**config.mk**
```make
export PLATFORM = sky130hd
export DESIGN_NAME = mixcolumns_serial_ctrl_flat
export DESIGN_NICKNAME = d
export VERILOG_FILES = /design/src/rtl/mixcolumns_serial_ctrl_pkg.sv /design/src/rtl/mixcolumns_serial_ctrl_if.sv /design/src/rtl/mixcolumns_serial_ctrl_set_columns.sv /design/src/rtl/mixcolumns_serial_ctrl.sv /design/src/flat_wrapper.sv
export SDC_FILE = /design/constraint.sdc
export NUM_CORES = 1
export LEC_CHECK = 0
export ABC_CLOCK_PERIOD_IN_PS = 4030
export CAP_MARGIN = 5
export CORE_ASPECT_RATIO = 1.1
export CORE_MARGIN = 2
export CORE_UTILIZATION = 32
export DETAILED_ROUTE_END_ITERATION = 8
export GPL_TIMING_DRIVEN = 0
export PLACE_DENSITY = 0.62
export SLEW_MARGIN = 10
export SYNTH_ARGS = -nofsm -noshare
export SYNTH_HDL_FRONTEND = slang
export SYNTH_SLANG_ARGS = --single-unit
```
**constraint.sdc**
```tcl
create_clock -name clk -period 4.03 [get_ports clk]
set_input_delay 0.806 -clock clk [delete_from_list [all_inputs] [get_ports clk]]
set_output_delay 0.806 -clock clk [all_outputs]
set_load 0.1 [all_outputs]
```
**src/rtl/mixcolumns_serial_ctrl_pkg.sv**
```systemverilog
// Shared widths, column count and FSM encoding for the serial MixColumns stage.
package mixcolumns_serial_ctrl_pkg;

   localparam int BYTE     = 8;
   localparam int WORD     = 4 * BYTE;
   localparam int SENTENCE = 4 * WORD;
   localparam int NUM_COLS = 4;

   typedef enum logic [1:0] {
      IDLE = 2'd0,
      MIX  = 2'd1,
      DONE = 2'd2
   } state_t;

endpackage

```
**src/rtl/mixcolumns_serial_ctrl_if.sv**
```systemverilog
// Handshake bundle between ShiftRows (upstream), this stage and AddRoundKey (downstream).
interface mixcolumns_serial_ctrl_if;
   import mixcolumns_serial_ctrl_pkg::*;

   logic                flush;
   logic                in_valid;
   logic                in_ready;
   logic [SENTENCE-1:0] in_data;
   logic                in_bypass;
   logic                out_valid;
   logic                out_ready;
   logic [SENTENCE-1:0] out_data;
   logic                busy;

   modport master (
      output flush, in_valid, in_data, in_bypass, out_ready,
      input  in_ready, out_valid, out_data, busy
   );

   modport slave (
      input  flush, in_valid, in_data, in_bypass, out_ready,
      output in_ready, out_valid, out_data, busy
   );

endinterface

```
**src/rtl/mixcolumns_serial_ctrl_set_columns.sv**
```systemverilog
// Single-column MixColumns: circulant {2,3,1,1} over GF(2^8), row 0 in the MSB byte.
module Set_Columns
   import mixcolumns_serial_ctrl_pkg::*;
(
   input  logic [WORD-1:0] i_col,
   output logic [WORD-1:0] o_col
);

   function automatic logic [BYTE-1:0] xtime(input logic [BYTE-1:0] b);
      return {b[BYTE-2:0], 1'b0} ^ (b[BYTE-1] ? 8'h1b : 8'h00);
   endfunction

   logic [BYTE-1:0] w_a0, w_a1, w_a2, w_a3;

   assign w_a0 = i_col[31:24];
   assign w_a1 = i_col[23:16];
   assign w_a2 = i_col[15:8];
   assign w_a3 = i_col[7:0];

   // Each output row is 2*a[r] ^ 3*a[r+1] ^ a[r+2] ^ a[r+3]
   always_comb begin
      o_col[31:24] = xtime(w_a0) ^ xtime(w_a1) ^ w_a1 ^ w_a2 ^ w_a3;
      o_col[23:16] = w_a0 ^ xtime(w_a1) ^ xtime(w_a2) ^ w_a2 ^ w_a3;
      o_col[15:8]  = w_a0 ^ w_a1 ^ xtime(w_a2) ^ xtime(w_a3) ^ w_a3;
      o_col[7:0]   = xtime(w_a0) ^ w_a0 ^ w_a1 ^ w_a2 ^ xtime(w_a3);
   end

endmodule

```
**src/rtl/mixcolumns_serial_ctrl.sv**
```systemverilog
// Area-reduced MixColumns: one shared column mixer walks the four words of the
// state in place, one column per clock. Bypass skips mixing for the last round.
//
// state | meaning
// IDLE  | ready for a new state; in_ready high
// MIX   | column col_cnt is mixed and written back each cycle
// DONE  | result presented with out_valid until out_ready
module mixcolumns_serial_ctrl
   import mixcolumns_serial_ctrl_pkg::*;
(
   input  logic                     clk,
   input  logic                     rst_n,
   mixcolumns_serial_ctrl_if.slave  bus
);

   state_t              r_state;
   state_t              w_state_nxt;
   logic [1:0]          r_col_cnt;
   logic [1:0]          w_col_cnt_nxt;
   logic [SENTENCE-1:0] r_data;
   logic [SENTENCE-1:0] w_data_nxt;
   logic [WORD-1:0]     w_col_in;
   logic [WORD-1:0]     w_col_out;

   // Word select feeding the shared mixer
   always_comb begin
      w_col_in = r_data[{r_col_cnt, 5'd0} +: WORD];
   end

   Set_Columns u_set_columns (
      .i_col (w_col_in),
      .o_col (w_col_out)
   );

   // Outputs come only from registers, so there is no in_* to out_* path
   always_comb begin
      bus.in_ready  = (r_state == IDLE);
      bus.out_valid = (r_state == DONE);
      bus.busy      = (r_state != IDLE);
      bus.out_data  = r_data;
   end

   // Next state, column counter and in-place write-back; flush overrides all
   always_comb begin
      w_state_nxt   = r_state;
      w_col_cnt_nxt = r_col_cnt;
      w_data_nxt    = r_data;
      if (bus.flush) begin
         w_state_nxt   = IDLE;
         w_col_cnt_nxt = 2'd0;
      end else begin
         case (r_state)
            IDLE: begin
               if (bus.in_valid) begin
                  w_data_nxt    = bus.in_data;
                  w_col_cnt_nxt = 2'd0;
                  w_state_nxt   = bus.in_bypass ? DONE : MIX;
               end
            end
            MIX: begin
               w_data_nxt[{r_col_cnt, 5'd0} +: WORD] = w_col_out;
               w_col_cnt_nxt = r_col_cnt + 2'd1;
               if (r_col_cnt == 2'(NUM_COLS - 1)) begin
                  w_state_nxt = DONE;
               end
            end
            DONE: begin
               if (bus.out_ready) begin
                  w_state_nxt = IDLE;
               end
            end
            default: begin
               w_state_nxt   = IDLE;
               w_col_cnt_nxt = 2'd0;
            end
         endcase
      end
   end

   // State, counter and data registers
   always_ff @(posedge clk or negedge rst_n) begin
      if (!rst_n) begin
         r_state   <= IDLE;
         r_col_cnt <= 2'd0;
         r_data    <= '0;
      end else begin
         r_state   <= w_state_nxt;
         r_col_cnt <= w_col_cnt_nxt;
         r_data    <= w_data_nxt;
      end
   end

endmodule

```
**src/flat_wrapper.sv**
```systemverilog
// flat-port wrapper written by rule: the top's interface ports become plain ports
module mixcolumns_serial_ctrl_flat import mixcolumns_serial_ctrl_pkg::*;
  (clk, rst_n, bus_flush, bus_in_valid, bus_in_data, bus_in_bypass, bus_out_ready, bus_in_ready, bus_out_valid, bus_out_data, bus_busy);
  mixcolumns_serial_ctrl_if bus_i ();
  input  logic clk;
  input  logic rst_n;
  input wire logic [$bits(bus_i.flush)-1:0] bus_flush;
  input wire logic [$bits(bus_i.in_valid)-1:0] bus_in_valid;
  input wire logic [$bits(bus_i.in_data)-1:0] bus_in_data;
  input wire logic [$bits(bus_i.in_bypass)-1:0] bus_in_bypass;
  input wire logic [$bits(bus_i.out_ready)-1:0] bus_out_ready;
  output wire logic [$bits(bus_i.in_ready)-1:0] bus_in_ready;
  output wire logic [$bits(bus_i.out_valid)-1:0] bus_out_valid;
  output wire logic [$bits(bus_i.out_data)-1:0] bus_out_data;
  output wire logic [$bits(bus_i.busy)-1:0] bus_busy;
  assign bus_i.flush = bus_flush;
  assign bus_i.in_valid = bus_in_valid;
  assign bus_i.in_data = bus_in_data;
  assign bus_i.in_bypass = bus_in_bypass;
  assign bus_i.out_ready = bus_out_ready;
  assign bus_in_ready = bus_i.in_ready;
  assign bus_out_valid = bus_i.out_valid;
  assign bus_out_data = bus_i.out_data;
  assign bus_busy = bus_i.busy;
  mixcolumns_serial_ctrl u_core (.clk(clk), .rst_n(rst_n), .bus(bus_i));
endmodule
```
==> flow_summary.json <==
{
  "outcome": "completed",
  "yosysWarnings": 0,
  "synthesis.nets": 875,
  "clock.fmax_mhz": 299,
  "clk_transition_reported_paths_ns": 0.06,
  "drive_above_1_share": 0.0844,
  "synth_sequential_area_ratio": 0.413,
  "cts_buffers": 17,
  "rows": 60,
  "post_synth_instance_area_um2": 7990,
  "dominantRegCellSynth": "dfrtp_1",
  "floorplan.die_area_um2": 26200,
  "hold_path.class": "input pin to async pin",
  "first_global_vias": 7812,
  "grt_usage": 0.258,
  "synth_edf_count": 0,
  "finalSetupViolations": 0,
  "num_io_pins": 265,
  "grt_max_degree": 70,
  "cts_tree": "built",
  "cell_count_after_synthesis": 737,
  "final.setup_skew_ns": 0.00796,
  "dieWidth_um": 155,
  "max-cap-violations": 0,
  "tritoncts_num_sinks": 132,
  "avgSynthCellArea_um2": 10.8,
  "p_per_area_nw_per_um2": 889,
  "grt_setup_unrepaired": "false",
  "wl_per_cell_um": 25.3,
  "grt_antenna_before_repair": 1,
  "cts_hold_repair.buffers": 0,
  "vias_per_cell": 5.67,
  "timing_hold_violations_final": 0,
  "yosys.area.top_type_share": 0.413,
  "cts_max_path_buffers": 2,
  "worstSetupStartpointType": "flip-flop",
  "crit_type": "flip-flop to output port",
  "cp.required_ns": 3.22,
  "area_delta_synth_final_pct": 45.2,
  "cts-htree-levels": 4,
  "port_buffers": 264,
  "slew_headroom": 0.295,
  "vdd_ir_drop_max_mv": 0.342,
  "finalNetCount": 1159,
  "cts_setup_buffers": 0,
  "detailedRoute.firstPassIterationCount": 5,
  "crit_arrival_ns": 2.53,
  "starting_density": 0.326,
  "max_slew.worst_pin.slew_ns": 1.05,
  "final_hold_slack_ns": 0.365,
  "gp_congestion": 0.892,
  "drt_first_iter_violations": 676,
  "highest_net_fanout_along_the_worst_path": 10,
  "first_pass_grt_wire_length_um": 49300,
  "drv_slew": 0,
  "post_synthesis_cell_type_with_the_largest_combined_area": "dfrtp_1",
  "route.final.wire_length_um": 33900,
  "ys_types": 39,
  "power.leakage_nw": 4.91,
  "design_power_total_mw": 10.3,
  "synth-seq-cells": 132,
  "finalCritPeriodShare": 0.829,
  "dr_total_vias": 7604,
  "endpoint_kind_of_the_worst_setup_timing_path": "output port",
  "hpwlAfterDp_um": 25100,
  "final-instance-count-excl-fill": 1342,
  "synth_most_common_cell": "nand2_1",
  "global_route.overflow_total": 0,
  "die_height_um": 170,
  "worst_skew_pair.late_latency_ns": 0.44,
  "postRouteAntennaNets": 0,
  "clock-root-buffer": "clkbuf_16",
  "place_inst": 1312,
  "synth_commonest_cells": "133 x nand2_1, 132 x dfrtp_1, 70 x nor2_1, 67 x a21oi_1, 64 x o22ai_1",
  "post_cts_resized": 0,
  "floorplan.core_area_um2": 24500,
  "drc": 0,
  "time_the_final_worst_path_needs_with_i_o_delays_and_setup_ns": 3.34,
  "netlist_top_cells_area": "dfrtp_1 41%, xnor3_1 9.0%, mux4_2 8.7%",
  "share_of_flip_flops_with_an_asynchronous_set_or_reset": 1.00
}
## logic make-up (layout without fill, tap and decap cells)
logic type	count (synthesis)	after routing	synth area share
AO/OA/AOI/OAI	202	202	0.174
multiplexers	33	33	0.0919
adder cells (fa/ha/maj)	4	4	0.00626
buffers and inverters	73	367	0.0423
other	0	1	0
AND/OR/NAND/NOR	217	217	0.107
XOR/XNOR	76	76	0.166
flip-flops	132	132	0.413
## cell type report
cell class | instances | area [um^2]
fill | 2245 | 12900
multi-input combinational | 532 | 4350
sequential | 132 | 3300
timing repair buffer | 265 | 2670
clock buffer | 23 | 468
tap | 310 | 388
buffer | 68 | 319
clock inverter | 6 | 80.1
inverter | 5 | 18.8
antenna | 1 | 2.50
## power by group
part           switching, mW  internal [mW]
logic                   4.63           2.24
clock network          0.588          0.927
registers              0.292           1.64
## metrics by stage
stage                     setup slack (ns)  cell area (um^2)  TNS (ns)   util
final                                0.689             11600         0  0.474
after global routing                 0.595             11600         0  0.474
after CTS                            0.668             11600         0  0.474
after detailed placement             0.495             11000         0  0.451
after global placement               -3.44             11000   -453.11  0.450
after floorplan                       1.34              7990         0      -
## state kept, by name (all words and copies together) (netlist names)
name                 cells
u_core.bus.out_data    128
u_core.r_col_cnt         2
u_core.r_state           2
## cell usage in the layout, fill, tap and decap left out, types with 7 or more instances in the layout
master	synthesis	layout
a21oi_1	67	67
clkbuf_1	57	61
clkbuf_16	0	17
clkdlybuf4s50_1	0	263
dfrtp_1	132	132
mux4_2	31	31
nand2_1	133	133
nor2_1	70	70
o221ai_1	58	58
o22ai_1	64	64
xnor2_1	7	7
xnor3_1	32	32
xor2_1	19	19
xor3_1	7	7
## critical path: stages (launching register included)
cell and delay (ns):
dfrtp_1 0.37, clkbuf_1 0.21, or2_2 0.35, inv_1 0.05, clkdlybuf4s50_1 1.12
## layer usage
metal	share of wire	track usage	wire [um]	up-vias
met1	0.41	0.338	13800	3818
met4	0.036	0.113	1210	0
met5	0	0	0	-
met2	0.48	0.421	16300	422
li1	-	-	-	3300
met3	0.077	0.0475	2630	64
## final timing paths
check | end | slack, ns | startpoint | cells after the start
worst max-delay path | bus_in_ready | 0.69 | u_core.r_state[0]$_DFFE_PN0P_ | 4
worst min-delay path | u_core.r_col_cnt[1]$_DFFE_PN0P_ | 0.37 | rst_n | 1
worst max register to register | u_core.bus.out_data[13]$_DFFE_PN0P_ | 0.88 | u_core.r_col_cnt[1]$_DFFE_PN0P_ | 10
worst min register to register | u_core.bus.out_data[81]$_DFFE_PN0P_ | 0.52 | u_core.bus.out_data[81]$_DFFE_PN0P_ | 2
max in group asynchronous | u_core.bus.out_data[89]$_DFFE_PN0P_ | 2.88 | rst_n | 2
min in group clk | u_core.bus.out_data[81]$_DFFE_PN0P_ | 0.52 | u_core.bus.out_data[81]$_DFFE_PN0P_ | 2
Note: power is estimated with default switching activity, not from simulation.
